$ cat src/rtl/cpu_instruction_prefetch.sv
// Instruction prefetcher: issues sequential reads, tags returned words with their PC
// and writes {PC, instruction} into the downstream FIFO under a credit budget.
module cpu_instruction_prefetch #(
    parameter int                      ADDRESS_BITS    = 16,
    parameter int                      DATA_BITS       = 16,
    parameter int                      FIFO_DEPTH_BITS = 4,
    parameter int                      MAX_OUTSTANDING = 2,
    parameter logic [ADDRESS_BITS-1:0] RESET_PC        = '0
) (
    input  logic                           CLK,
    input  logic                           RSTb,
    input  logic                           fetch_en,
    input  logic                           branch,
    input  logic [ADDRESS_BITS-1:0]        branch_pc,
    output logic [ADDRESS_BITS-1:0]        mem_addr,
    output logic                           mem_rd,
    input  logic                           mem_gnt,
    input  logic                           mem_valid,
    input  logic [DATA_BITS-1:0]           mem_data,
    output logic [ADDRESS_BITS+DATA_BITS-1:0] fifo_data,
    output logic                           fifo_wr,
    input  logic                           fifo_rd,
    output logic                           fifo_flush,
    output logic                           dbg_state
);

    // Handshake: a read is transferred in a cycle where mem_rd and mem_gnt are both high;
    // mem_rd/mem_addr hold until then except across branch or reset. mem_valid returns
    // data in grant order; fifo_wr is a one-cycle write strobe with no back-pressure.

    localparam logic [FIFO_DEPTH_BITS:0] CREDIT_MAX = {1'b1, {FIFO_DEPTH_BITS{1'b0}}};
    localparam logic [1:0]               OUT_MAX    = 2'(MAX_OUTSTANDING);

    typedef enum logic {
        IDLE  = 1'b0,
        FETCH = 1'b1
    } state_t;

    state_t                    state, state_nxt;
    logic [ADDRESS_BITS-1:0]   req_pc;
    logic [ADDRESS_BITS-1:0]   resp_pc;
    logic [FIFO_DEPTH_BITS:0]  credits;
    logic [FIFO_DEPTH_BITS:0]  credits_nxt;
    logic [1:0]                outstanding;
    logic [1:0]                out_nxt;
    logic [1:0]                drop_cnt;
    logic                      gnt_fire;
    logic                      keep;

    assign mem_addr  = req_pc;
    assign mem_rd    = (state == FETCH) && (credits != '0) && (outstanding < OUT_MAX) && !fifo_flush;
    assign gnt_fire  = mem_rd && mem_gnt;
    assign keep      = mem_valid && (drop_cnt == 2'd0);
    assign out_nxt   = outstanding + 2'(gnt_fire) - 2'(mem_valid);
    assign dbg_state = state;

    // Pops during the flush cycle belong to entries the flush discards.
    always_comb begin
        credits_nxt = credits;
        if (!fifo_flush) begin
            credits_nxt = credits + (FIFO_DEPTH_BITS+1)'(fifo_rd) - (FIFO_DEPTH_BITS+1)'(gnt_fire);
        end
    end

    always_comb begin
        state_nxt = state;
        case (state)
            IDLE:    if (fetch_en) state_nxt = FETCH;
            FETCH:   if (!fetch_en && (!mem_rd || mem_gnt)) state_nxt = IDLE;
            default: state_nxt = IDLE;
        endcase
    end

    always_ff @(posedge CLK or negedge RSTb) begin
        if (!RSTb) begin
            state <= IDLE;
        end else begin
            state <= state_nxt;
        end
    end

    always_ff @(posedge CLK or negedge RSTb) begin
        if (!RSTb) begin
            req_pc      <= RESET_PC;
            resp_pc     <= RESET_PC;
            credits     <= CREDIT_MAX;
            outstanding <= 2'd0;
            drop_cnt    <= 2'd0;
            fifo_wr     <= 1'b0;
            fifo_data   <= '0;
            fifo_flush  <= 1'b0;
        end else begin
            outstanding <= out_nxt;
            fifo_flush  <= branch;
            fifo_wr     <= keep && !branch;
            if (keep && !branch) begin
                fifo_data <= {resp_pc, mem_data};
            end
            if (branch) begin
                // Everything still in flight after this cycle belongs to the old stream.
                req_pc   <= branch_pc;
                resp_pc  <= branch_pc;
                credits  <= CREDIT_MAX;
                drop_cnt <= out_nxt;
            end else begin
                credits <= credits_nxt;
                if (gnt_fire) begin
                    req_pc <= req_pc + 1'b1;
                end
                if (keep) begin
                    resp_pc <= resp_pc + 1'b1;
                end
                if (mem_valid && (drop_cnt != 2'd0)) begin
                    drop_cnt <= drop_cnt - 2'd1;
                end
            end
        end
    end

    a_credit_bound: assert property (@(posedge CLK) disable iff (!RSTb) credits <= CREDIT_MAX);

endmodule

$ cat config.mk
export PLATFORM = sky130hd
export DESIGN_NAME = cpu_instruction_prefetch
export DESIGN_NICKNAME = d
export VERILOG_FILES = /design/src/rtl/cpu_instruction_prefetch.sv
export SDC_FILE = /design/constraint.sdc
export NUM_CORES = 1
export LEC_CHECK = 0
export CELL_PAD_IN_SITES_DETAIL_PLACEMENT = 0
export CELL_PAD_IN_SITES_GLOBAL_PLACEMENT = 1
export CORE_MARGIN = 1.5
export CORE_UTILIZATION = 35
export CTS_BUF_LIST = sky130_fd_sc_hd__clkbuf_8
export DETAILED_ROUTE_END_ITERATION = 16
export PLACE_DENSITY = 0.82
export SLEW_MARGIN = 20
export SYNTH_ARGS = -nofsm -noshare
export SYNTH_HDL_FRONTEND = slang
export SYNTH_SLANG_ARGS = --single-unit
$ cat constraint.sdc
create_clock -name CLK -period 3.8 [get_ports CLK]
set_input_delay 0.38 -clock CLK [delete_from_list [all_inputs] [get_ports CLK]]
set_output_delay 0.38 -clock CLK [all_outputs]
set_load 0.01 [all_outputs]
==> out/results.ini, run 1 <==
[min_path]
min_path_type=in2async

[place]
placed_cells=588
place_congestion=0.7791
numPortBuffers=90
place_ws_ps=558.9
placed_area_sq_um=4892
dp_hpwl_microns=6307

[layout]
post-route-util_pct=47.07
layout-area-overhead-vs-synth_pct=32.08
stdcell_count=603
drive_gt1_share_pct=12.31
diodes=0
final_cell_area_sq_um=5080
nNetsFinal=510

[floorplanning]
ios=91
start_util_pct=35.64
die_y_microns=107.8
die_w_microns=107.8
core.rowCount=38
core_area_sq_um=10790
die-area_sq_um=11630

[power]
ir_worst_vdd_v=0.0002324
netSwitchingPower_mw=0.9565
combPwrFrac_pct=37.9
cellInternalPower_mw=1.994
clkPwrFrac_pct=20.4
power_leakage_nw=2.183
swShare_pct=32.42
total_power_mw=2.950
p_per_area_nw_per_um2=580.7
seqPwrFrac_pct=41.7

[clock_network]
numCtsBuffers=9
clock_latency_ps=350
cts_buffer_depth=2
cts.repair.resized=0
holdBufCountCts=0
cts_setup_buffers=0
cts_num_sinks=76
cts_tree=yes
cts_max_level=3
clk_pin_slew_ps=90
cts_root_buf=clkbuf_8

[timing]
post-route-min-period_ps=3066
rsz0062_at_grt=false
hold_viol=0
final_critical_path_setup_slack_ps=733.9
fmaxAchievable_ghz=0.3261
drv_slew=0
tightest_slew_ps=965.4
setup-tns-final_ps=0
skew_ps=17.00
timing.hold.ws_ps=184.1
setup_violations=0
max_slew_margin_pct=35.64
period_share_pct=80.69

[drt]
wl_per_cell_microns=14.50
wirelength_microns=8743
viasPerCell=4.940
drc=0
dr.pass1.iters=4
drt_iter0_drc=89
ant_nets=0
vias=2979

[logic_synthesis]
synth_top_area_share_pct=48.80
yosys.area.top_type=dfrtp_1
ys_ff_latch=76
syn-num-nets=420
synth_area_sq_um=3846
yosys-top-cells-area=dfrtp_1 49%, mux2_2 8.2%, nand2_1 6.5%
ys_async_sr_fraction_pct=100.0
yosys_warnings=0
synth_flop_cell=dfrtp_1
syn_inst=369
synth_edf_count=0
synth.distinct_cells=46
synth_area_per_cell_sq_um=10.42
ys_seq_area_share_pct=49.48

[setup_path]
crit_buf_inv=4
path_class=reg2reg
cpLargestDelayFamily=adder cells
cpMaxStageDelayCell=dfrtp_1
path_cells=inv_1 > ha_1 > nor4b_4 > buf_4 > nor2_1 > ha_1 > inv_1 > ha_1 > inv_1 > fa_1 > nand2b_1 > a21oi_1 > mux2i_1 > mux2i_1
critPathLaunchType=flip-flop
required_ps=4080
crit_path_end_kind=flip-flop
cp_max_fo=10
arrival_ps=3350
slowest_delay_ps=390

[global_route]
first_global_vias=3065
grt.overflow.total=0
gr-usage-all-layers_pct=15.91
grt_antenna_before_repair=0
grt_max_degree=77
grt_pass1_wl_microns=14500

[run]
max_cap_viol_count=0

[outcome]
status=finished, final reports clean

-- state kept, by name, indices dropped and copies added (netlist names) --
signal,count
outstanding,2
credits,5
drop_cnt,2
resp_pc,16
fifo_flush,1
mem_addr,16
fifo_wr,1
dbg_state,1
fifo_data,32
-- synth_stat cells (6+ instances only) --
| cell | number |
|---|---|
| ha_1 | 11 |
| and3_1 | 7 |
| nand4_1 | 13 |
| nand3_1 | 8 |
| a21oi_1 | 11 |
| nor2_1 | 19 |
| o31a_1 | 6 |
| nand2b_1 | 7 |
| xor2_1 | 11 |
| clkbuf_1 | 9 |
| xnor2_1 | 10 |
| dfrtp_1 | 75 |
| inv_1 | 15 |
| mux2i_1 | 7 |
| mux2_2 | 28 |
| nand2_1 | 67 |
-- kinds of logic (layout without fill, tap and decap cells) --
group	after synthesis	in the layout	synth area share (%)
buffers and inverters	33	127	3.350
adders and majority gates	12	12	4.099
DFF	76	76	49.48
AOI/OAI and AO/OA	39	39	7.189
muxes	36	36	10.41
and+or+nand+nor	152	152	20.69
xor gates and xnor gates	21	21	4.782
-- final timing paths --
check / startpoint / endpoint / slack [ps] / depth (start not counted)
worst min-delay path: RSTb / fifo_data[2] / 180 / 1
worst max-delay path: credits[2] / credits[4] / 730 / 14
max in group asynchronous: RSTb / mem_addr[7] / 2980 / 1
worst max register to register: credits[2] / credits[4] / 730 / 14
min in group CLK: fifo_data[12] / fifo_data[12] / 480 / 2
worst min register to register: fifo_data[12] / fifo_data[12] / 480 / 2
-- power by group through the flow --
stage                     combinational, mW  clock, mW  sequential (mW)
final                                  1.12      0.601             1.23
after global routing                   1.23      0.651             1.27
after CTS                              1.13      0.619             1.23
after detailed placement               1.13          0             1.25
after global placement                 1.10          0             1.24
after floorplan                       0.497          0             1.31
-- worst register-to-register path, delay by kind of cell, from the launching register on --
family	cells	cell delay [ps]
AND/OR/NAND/NOR	3	600
AO/OA/AOI/OAI	1	170
multiplexers	2	430
buffers and inverters	4	360
flip-flops	1	390
adder cells (fa/ha/maj)	4	1040
-- final cells by class --
class	instances	area [sq um]
Timing Repair Buffer	95	935.9
Tap cell	140	175.2
Fill cell	1040	5713
Clock inverter	6	63.81
Inverter	17	63.81
Sequential cell	76	1903
Clock buffer	9	123.9
Multi-Input combinational cell	260	1814
-- metal layers --
layer  track usage (%)  part of all wire (%)  vias up
met2             26.25                    45       84
met4             6.579                   1.5        0
li1                  -                     -     1471
met5                 0                     0        -
met3             3.511                   5.9       11
met1             20.15                    47     1413
-- cell usage in the layout, fill, tap and decap left out, types with 6 or more instances in the layout --
cell type	count
a21oi_1	11
and3_1	7
buf_4	6
clkbuf_8	9
clkdlybuf4s50_1	89
dfrtp_1	75
ha_1	11
inv_1	15
mux2_2	28
mux2i_1	7
nand2_1	67
nand2b_1	7
nand3_1	8
nand4_1	13
nor2_1	19
o31a_1	6
xnor2_1	10
xor2_1	11
(Power assumes the default switching activity.)
==> run 2: changes to the inputs <==
==> constraint.sdc (replaced) <==
create_clock -name CLK -period 3.05 [get_ports CLK]
set_input_delay 0.305 -clock CLK [delete_from_list [all_inputs] [get_ports CLK]]
set_output_delay 0.305 -clock CLK [all_outputs]
set_load 0.01 [all_outputs]
==> run 2 against run 1 <==
Power rose by 28%. Die area stayed put. Routed wire length decreased by 1.6%. Combinational power grew 25%. Critical path type unchanged. Critical endpoint unchanged. Largest cell class unchanged.
==> out/results.ini, run 2 (synthesized netlist as in run 1, its figures left out) <==
[clock_network]
clk_pin_slew_ps=90
numCtsBuffers=9
cts_num_sinks=76
cts_tree=yes
clock_latency_ps=340
cts_max_level=3
cts_buffer_depth=2
holdBufCountCts=0
cts_setup_buffers=0
cts.repair.resized=0
cts_root_buf=clkbuf_8

[global_route]
first_global_vias=3060
grt.overflow.total=0
grt_antenna_before_repair=0
grt_pass1_wl_microns=14360
gr-usage-all-layers_pct=15.68
grt_max_degree=77

[floorplanning]
core_area_sq_um=10790
die_w_microns=107.8
die-area_sq_um=11630
die_y_microns=107.8
start_util_pct=35.64
ios=91
core.rowCount=38

[min_path]
min_path_type=in2async

[drt]
drc=0
vias=3026
wl_per_cell_microns=14.17
wirelength_microns=8600
drt_iter0_drc=107
ant_nets=0
viasPerCell=4.985
dr.pass1.iters=4

[power]
power_leakage_nw=2.215
p_per_area_nw_per_um2=736.4
total_power_mw=3.778
ir_worst_vdd_v=0.0003164

[setup_path]
required_ps=3330
cpMaxStageDelayCell=dfrtp_1
arrival_ps=2970
slowest_delay_ps=380
cp_max_fo=4
r2r_slack_ps=360
critPathLaunchType=flip-flop
path_cells=inv_1 > ha_1 > nor4b_4 > nor2_1 > ha_1 > inv_1 > ha_1 > inv_1 > fa_1 > nand2b_1 > a21oi_1 > mux2i_1 > mux2i_1
crit_path_end_kind=flip-flop
path_class=reg2reg

[place]
dp_hpwl_microns=6333
place_congestion=0.8161
placed_cells=591
numPortBuffers=90
placed_area_sq_um=4915

[timing]
tightest_slew_ps=951.2
setup-tns-final_ps=0
rsz0062_at_grt=false
hold_viol=0
fmaxAchievable_ghz=0.3713
post-route-min-period_ps=2693
setup_violations=0
max_slew_margin_pct=36.59
period_share_pct=88.31
skew_ps=9.902
drv_slew=0

[layout]
final_common_cell=clkdlybuf4s50_1
multi_input_area_sq_um=1814
diodes=0
final_cell_mix=89 x clkdlybuf4s50_1, 75 x dfrtp_1, 67 x nand2_1
nFillCells=1049
largest_register=fifo_data
final_cell_area_sq_um=5130
drive_gt1_share_pct=13.06
largest_register_ffs=32
seqCellArea_sq_um=1903
nNetsFinal=513
layout-area-overhead-vs-synth_pct=33.38
stdcell_count=607

[run]
max_cap_viol_count=0

[outcome]
status=finished, final reports clean

[run 2: cell count changes in the layout (fill, tap and decap cells not counted), sizes merged]
cell | before | now
clkinvlp | 2 | 1
inv | 17 | 16
bufinv | 1 | 2
buf | 6 | 9
clkinv | 3 | 5
[run 2: cell type report]
| class | count | share of cell area (%) |
|---|---|---|
| Clock inverter | 7 | 1.780 |
| Timing Repair Buffer | 98 | 18.68 |
| Sequential cell | 76 | 37.10 |
| Tap cell | 140 | 3.415 |
| Inverter | 17 | 1.244 |
| Clock buffer | 9 | 2.415 |
| Multi-Input combinational cell | 260 | 35.37 |
[run 2: worst max-delay path, delay by kind of cell, from the launching register on]
| family | cells | cell delay [ps] |
|---|---|---|
| adder cells (fa/ha/maj) | 4 | 970 |
| AND/OR/NAND/NOR | 3 | 470 |
| multiplexers | 2 | 430 |
| flip-flops | 1 | 380 |
| buffers and inverters | 3 | 210 |
| AO/OA/AOI/OAI | 1 | 150 |
[run 2: final timing paths]
| path | from | end | depth (start not counted) |
|---|---|---|---|
| max in group asynchronous | RSTb | mem_addr[1] | 1 |
| setup / recovery | credits[3] | credits[4] | 13 |
| min in group CLK | fifo_data[11] | fifo_data[11] | 2 |
| setup reg to reg | credits[3] | credits[4] | 13 |
| hold reg to reg | fifo_data[11] | fifo_data[11] | 2 |
| hold / removal | RSTb | fifo_data[2] | 1 |
[run 2: where the power goes]
group          leakage (nW)  internal [mW]  switching [mW]
Combinational          1.20          0.799           0.603
Sequential            0.910           1.32           0.217
Clock                 0.109          0.458           0.384
[run 2: per-stage QoR]
| step | util, % | setup slack (ps) | hold WS (ps) |
|---|---|---|---|
| 2_1_floorplan | - | 67.81 | 9.409 |
| 3_3_place_gp | 45.54 | 308.5 | 459.2 |
| 3_5_place_dp | 45.54 | 237.1 | 462.8 |
| 4_1_cts | 47.53 | 317.1 | 148.8 |
| 5_1_grt | 47.53 | 147.1 | 200.1 |
| 6_report | 47.53 | 356.5 | 108.3 |
[run 2: per-layer routing]
layer / part of all wire [%] / GRT usage [%] / up-vias
met5: 0 / 0 / -
met4: 1.3 / 5.075 / 0
met3: 5.4 / 3.390 / 10
met2: 46 / 26.71 / 67
met1: 47 / 19.77 / 1468
li1: - / - / 1481
==> run 3: changes to the inputs <==
--- a/config.mk
+++ b/config.mk
@@ -5,6 +5,7 @@
 export SDC_FILE = /design/constraint.sdc
 export NUM_CORES = 1
 export LEC_CHECK = 0
+export ABC_CLOCK_PERIOD_IN_PS = 3050
 export CELL_PAD_IN_SITES_DETAIL_PLACEMENT = 0
 export CELL_PAD_IN_SITES_GLOBAL_PLACEMENT = 1
 export CORE_MARGIN = 1.5
==> results of run 3 <==
No change in the layout: final DEF, timing and power equal those of run 2.
